<file path="config.mk">
export PLATFORM = sky130hd
export DESIGN_NAME = usb_token_tx
export DESIGN_NICKNAME = d
export VERILOG_FILES = /design/src/rtl/usb_token_tx_pkg.sv /design/src/rtl/usb_token_tx_crc5.sv /design/src/rtl/usb_token_tx.sv
export SDC_FILE = /design/constraint.sdc
export NUM_CORES = 1
export LEC_CHECK = 0
export CORE_MARGIN = 4
export CORE_UTILIZATION = 48
export CTS_BUF_LIST = sky130_fd_sc_hd__clkbuf_8 sky130_fd_sc_hd__clkbuf_16
export CTS_CLUSTER_DIAMETER = 60
export CTS_CLUSTER_SIZE = 40
export DETAILED_ROUTE_END_ITERATION = 8
export GPL_TIMING_DRIVEN = 1
export PLACE_DENSITY = 0.79
export RECOVER_POWER = 50
export SETUP_SLACK_MARGIN = 0.02
export SYNTH_ARGS = -nofsm -noshare
export SYNTH_HDL_FRONTEND = slang
export SYNTH_HIERARCHICAL = 1
export SYNTH_SLANG_ARGS = --single-unit
</file>
<file path="constraint.sdc">
create_clock -name clk -period 2.3 [get_ports clk]
set_input_delay 0.345 -clock clk [delete_from_list [all_inputs] [get_ports clk]]
set_output_delay 0.345 -clock clk [all_outputs]
set_load 0.05 [all_outputs]
</file>
<file path="src/rtl/usb_token_tx_pkg.sv">
// Shared USB constants: PID codes, CRC5 parameters and the token transmitter FSM states.
package usb_token_tx_pkg;

    localparam logic [3:0] PID_OUT   = 4'h1;
    localparam logic [3:0] PID_IN    = 4'h9;
    localparam logic [3:0] PID_SETUP = 4'hD;
    localparam logic [3:0] PID_PING  = 4'h4;
    localparam logic [3:0] PID_SOF   = 4'h5;

    localparam logic [4:0] CRC5_INIT = 5'h1F;
    // x^5 + x^2 + 1 with the x^5 term implied by the shift-out
    localparam logic [4:0] CRC5_POLY = 5'h05;

    typedef enum logic [1:0] {
        ST_IDLE,
        ST_PID,
        ST_B1,
        ST_B2
    } state_t;

    function automatic logic isTokenPid(input logic [3:0] pid);
        return (pid == PID_OUT) || (pid == PID_IN) || (pid == PID_SETUP) || (pid == PID_PING);
    endfunction

endpackage

</file>
<file path="src/rtl/usb_token_tx_crc5.sv">
// Combinational USB CRC5 step over 11 data bits, consumed LSB first as they go on the wire.
module usb_token_tx_crc5
    import usb_token_tx_pkg::*;
(
    input  logic [4:0]  i_c,
    input  logic [10:0] i_d,
    output logic [4:0]  o_c
);

    logic [4:0] w_crc;

    always_comb begin
        w_crc = i_c;
        for (int i = 0; i < 11; i++) begin
            w_crc = {w_crc[3:0], 1'b0} ^ (((i_d[i] ^ w_crc[4]) == 1'b1) ? CRC5_POLY : 5'h00);
        end
    end

    assign o_c = w_crc;

endmodule

</file>
<file path="src/rtl/usb_token_tx.sv">
// USB token/SOF packet transmitter: arbitrates two requesters, then emits PID, data and CRC5 bytes.
module usb_token_tx
    import usb_token_tx_pkg::*;
#(
    parameter bit SOF_FIRST = 1'b1
) (
    input  logic        clk,
    input  logic        rst_n,
    input  logic        tok_req,
    input  logic [3:0]  tok_pid,
    input  logic [6:0]  tok_addr,
    input  logic [3:0]  tok_endp,
    output logic        tok_ack,
    output logic        tok_err,
    input  logic        sof_req,
    input  logic [10:0] sof_frame,
    output logic        sof_ack,
    output logic [7:0]  tx_data,
    output logic        tx_valid,
    input  logic        tx_ready,
    output logic        busy,
    output logic        pkt_done
);

    state_t      r_state;
    state_t      w_nextState;
    logic [3:0]  r_pid;
    logic [10:0] r_d11;
    logic        r_pktDone;
    logic        w_sofGrant;
    logic        w_tokGrant;
    logic        w_tokLegal;
    logic [4:0]  w_crcRaw;
    logic [4:0]  w_crcTx;

    assign w_tokLegal = isTokenPid(tok_pid);

    usb_token_tx_crc5 u_crc5 (
        .i_c (CRC5_INIT),
        .i_d (r_d11),
        .o_c (w_crcRaw)
    );

    // USB sends the CRC inverted and MSB first, while bytes go out LSB first
    assign w_crcTx = ~{w_crcRaw[0], w_crcRaw[1], w_crcRaw[2], w_crcRaw[3], w_crcRaw[4]};

    always_ff @(posedge clk or negedge rst_n) begin
        if (!rst_n) begin
            r_state <= ST_IDLE;
        end else begin
            r_state <= w_nextState;
        end
    end

    always_comb begin
        w_nextState = r_state;
        w_sofGrant  = 1'b0;
        w_tokGrant  = 1'b0;
        sof_ack     = 1'b0;
        tok_ack     = 1'b0;
        tok_err     = 1'b0;
        tx_valid    = 1'b0;
        tx_data     = 8'h00;
        case (r_state)
            ST_IDLE: begin
                if (sof_req && (SOF_FIRST || !tok_req)) begin
                    w_sofGrant = 1'b1;
                end else if (tok_req) begin
                    w_tokGrant = 1'b1;
                end
                sof_ack = w_sofGrant;
                tok_ack = w_tokGrant;
                // An illegal token is acknowledged and flagged but never transmitted
                tok_err = w_tokGrant && !w_tokLegal;
                if (w_sofGrant || (w_tokGrant && w_tokLegal)) begin
                    w_nextState = ST_PID;
                end
            end
            ST_PID: begin
                tx_valid = 1'b1;
                tx_data  = {~r_pid, r_pid};
                if (tx_ready) begin
                    w_nextState = ST_B1;
                end
            end
            ST_B1: begin
                tx_valid = 1'b1;
                tx_data  = r_d11[7:0];
                if (tx_ready) begin
                    w_nextState = ST_B2;
                end
            end
            ST_B2: begin
                tx_valid = 1'b1;
                tx_data  = {w_crcTx, r_d11[10:8]};
                if (tx_ready) begin
                    w_nextState = ST_IDLE;
                end
            end
            default: begin
                w_nextState = ST_IDLE;
            end
        endcase
    end

    always_ff @(posedge clk or negedge rst_n) begin
        if (!rst_n) begin
            r_pid <= 4'h0;
            r_d11 <= 11'h000;
        end else if (w_sofGrant) begin
            r_pid <= PID_SOF;
            r_d11 <= sof_frame;
        end else if (w_tokGrant && w_tokLegal) begin
            r_pid <= tok_pid;
            r_d11 <= {tok_endp, tok_addr};
        end
    end

    always_ff @(posedge clk or negedge rst_n) begin
        if (!rst_n) begin
            r_pktDone <= 1'b0;
        end else begin
            r_pktDone <= (r_state == ST_B2) && tx_ready;
        end
    end

    assign pkt_done = r_pktDone;
    assign busy     = (r_state != ST_IDLE);

endmodule

</file>
==> results.txt <==
Die ar.: 4240 um^2
Slew @ Worst Pin: 1.02 ns
Maximum vdd drop: 1230 uV
Nets: 237
Starting density of the core: 50.8%
Final wirelength: 4280 um
Commonest non-fill, non-tap cell in the layout: clkdlybuf4s50_1
Synth warnings: 6
# diodes: 0
Vias in the first global route: 1473
Outcome: finished with violations
Max-slew violation count: 0
Die width: 65.1 um
TNS Setup: -0.950 ns
Hold Violations, Final: 0
Final period util: 113%
Reg clk slew, reported paths: 0.07 ns
CTS max path bufs: 2
Final instance area: 2240 um^2
Endpoints failing setup: 5
Most frequent cells in the layout: clkdlybuf4s50_1 (30), dfrtp_1 (18), nor2_1 (17), inv_1 (14)
Avg Cell Area, Syn: 10.5 um^2
Yosys reg bits: 18
Cts-stage hold buffer count: 0
Maximum Capacitance Violations: 0
Post-synthesis sequential area ratio: 28.8%
Tot GR Track Use: 21.3%
Port Buf Inserts: 44
CTS tree: built
Area Growth Syn to Fin: 43.0%
Ports: 45
Worst slew margin: 32.1%
Skew final: 0.00131 ns
First-pass GRT wire length: 7070 um
Placer congestion estimate: 0.766
Chip Height: 65.1 um
Syn Inst Count: 149
Netlist Area Pre-Place: 1560 um^2
Antenna-violating nets left: 0
Critical path peak fanout: 2
FF-to-FF path depth: 6
Critical path endpoint category: output pin
HP Class: reg2reg
Placed cell area: 2130 um^2
CP Class: reg2out
Startpoint Class: flop
Via count: 1367
Htree depth: 1
DR vias/cell: 5.58
Failing checks: negative setup slack
Clk sinks: 18
Largest net degree at the start of global routing: 19
Site Rows: 20
Initial antenna violation count: 0
Worst Hold Depth: 1
HPWL after DPL: 3330 um
CTS Buf Count: 3
Worst setup margin: -0.304 ns
Crit path time final: 2.60 ns
CTS Root Cell: clkbuf_8
Pwr Density: 1990 nW/um^2
Critical path required time: 1.96 ns
GRT Residual Overflow: 0
Filler instances: 224
DRC viols: 0
Max Freq: 384 MHz
Unrepaired setup endpoints after global routing: true
LEAKAGE: 0.000949 uW
Fin util: 72.6%
Worst-Skew Late Latency: 0.26 ns
Crit path DAT: 2.26 ns
Number of DRC markers in iteration 0: 202
Core area: 3080 um^2
Layout cells sized above 1: 32.8%
Drt wl/cell: 17.5 um
First-pass iteration count of the detailed router: 4
Synth unique cells: 42
## sequential cells by signal, summed over array words and instances (netlist names)
signal    flops
r_d11        11
r_pid         4
r_state       2
pkt_done      1
## power by group
group	internal, uW	leakage [uW]	switching [uW]	total [uW]
clock	152	0.0000288	112	264
sequential	463	0.000206	161	624
combinational	1750	0.000714	1810	3560
total	2360	0.000949	2080	4450
## kinds of logic (layout without fill, tap and decap cells)
logic type	after synthesis	in the layout	share of synthesized area (%)
buf+inv	26	73	8.56
xor+xnor	19	19	16.9
other cells	1	6	0.240
simple gates	34	34	11.4
compound gates	45	45	29.0
flops	18	18	28.8
fa+ha+maj	4	4	3.20
mux	2	2	1.84
## metal layers
| metal | track usage [%] | vias to the layer above | wire length [um] |
|---|---|---|---|
| met2 | 40.1 | 61 | 2410 |
| met5 | 0 | - | 0 |
| li1 | - | 640 | - |
| met1 | 24.6 | 660 | 1570 |
| met4 | 6.48 | 0 | 56 |
| met3 | 3.29 | 6 | 240 |
## cells in the mapped netlist, drive strengths merged
| library cell | number | area, um^2 |
|---|---|---|
| nor2b | 2 | 22.5 |
| nor2 | 22 | 82.6 |
| o31ai | 1 | 7.51 |
| and2 | 1 | 6.26 |
| a31oi | 3 | 18.8 |
| mux2 | 1 | 15.0 |
| a222oi | 8 | 80.1 |
| xor3 | 2 | 47.6 |
| nand3 | 1 | 10.0 |
| nand4 | 1 | 6.26 |
| dfrtp | 18 | 450 |
| and2b | 1 | 10.0 |
| nor3 | 1 | 10.0 |
| xnor3 | 4 | 95.1 |
| xnor2 | 10 | 95.1 |
| nand2b | 2 | 12.5 |
| xor2 | 3 | 26.3 |
| o21ai | 3 | 15.0 |
| a21oi | 12 | 97.6 |
| o311ai | 1 | 8.76 |
| conb | 1 | 3.75 |
| a31o | 1 | 8.76 |
| inv | 15 | 56.3 |
| ha | 4 | 50.1 |
| o221a | 1 | 11.3 |
| o32a | 1 | 10.0 |
| o21a | 1 | 7.51 |
| nand2 | 3 | 18.8 |
| clkbuf | 1 | 3.75 |
| o32ai | 13 | 189 |
| mux2i | 1 | 13.8 |
| buf | 10 | 73.8 |
## worst max-delay path, stage by stage (launching register included)
cell      delay, ns
dfrtp_1        0.41
xnor3_2        0.42
xnor2_2        0.16
buf_4          0.14
xor3_1         0.21
inv_1          0.05
a222oi_1       0.38
nor2_2         0.06
buf_6          0.16
## layout make-up
cell class	instances	area, um^2	share of cell area (%)
Tap cell	44	55.1	2.46
Timing Repair Buffer	54	588	26.3
Multi-Input combinational cell	110	1030	46.1
Clock buffer	4	55.1	2.46
Sequential cell	18	450	20.1
Inverter	15	56.3	2.52
## per-stage QoR
step	setup WS, ns	hold WS, ns	power (uW)	cells
3_5_place_dp	-0.0553	0.526	3960	238
4_1_cts	-0.298	0.426	4350	245
2_1_floorplan	-0.0115	0.0494	2990	154
6_report	-0.304	0.557	4450	245
5_1_grt	-0.372	0.568	4700	245
3_3_place_gp	0.0373	0.517	3840	238
## path summary, 6_finish.rpt
| path | from | end | slack, ns |
|---|---|---|---|
| setup / recovery | r_d11[1] | tx_data[4] | -0.30 |
| hold reg to reg | r_pid[1] | r_pid[1] | 0.56 |
| setup reg to reg | r_state[1] | r_d11[1] | 0.61 |
| max in group asynchronous | rst_n | r_d11[6] | 0.91 |
| hold / removal | r_pid[1] | r_pid[1] | 0.56 |
| min in group asynchronous | rst_n | r_state[1] | 0.78 |
## repair_timing
item | in CTS | in global routing
pin swaps | 11 | 7
setup endpoints to repair | 5 | 5
buffers inserted | 3 | 0
resized for setup | 3 | 5
Note: power is estimated with default switching activity, not from simulation.
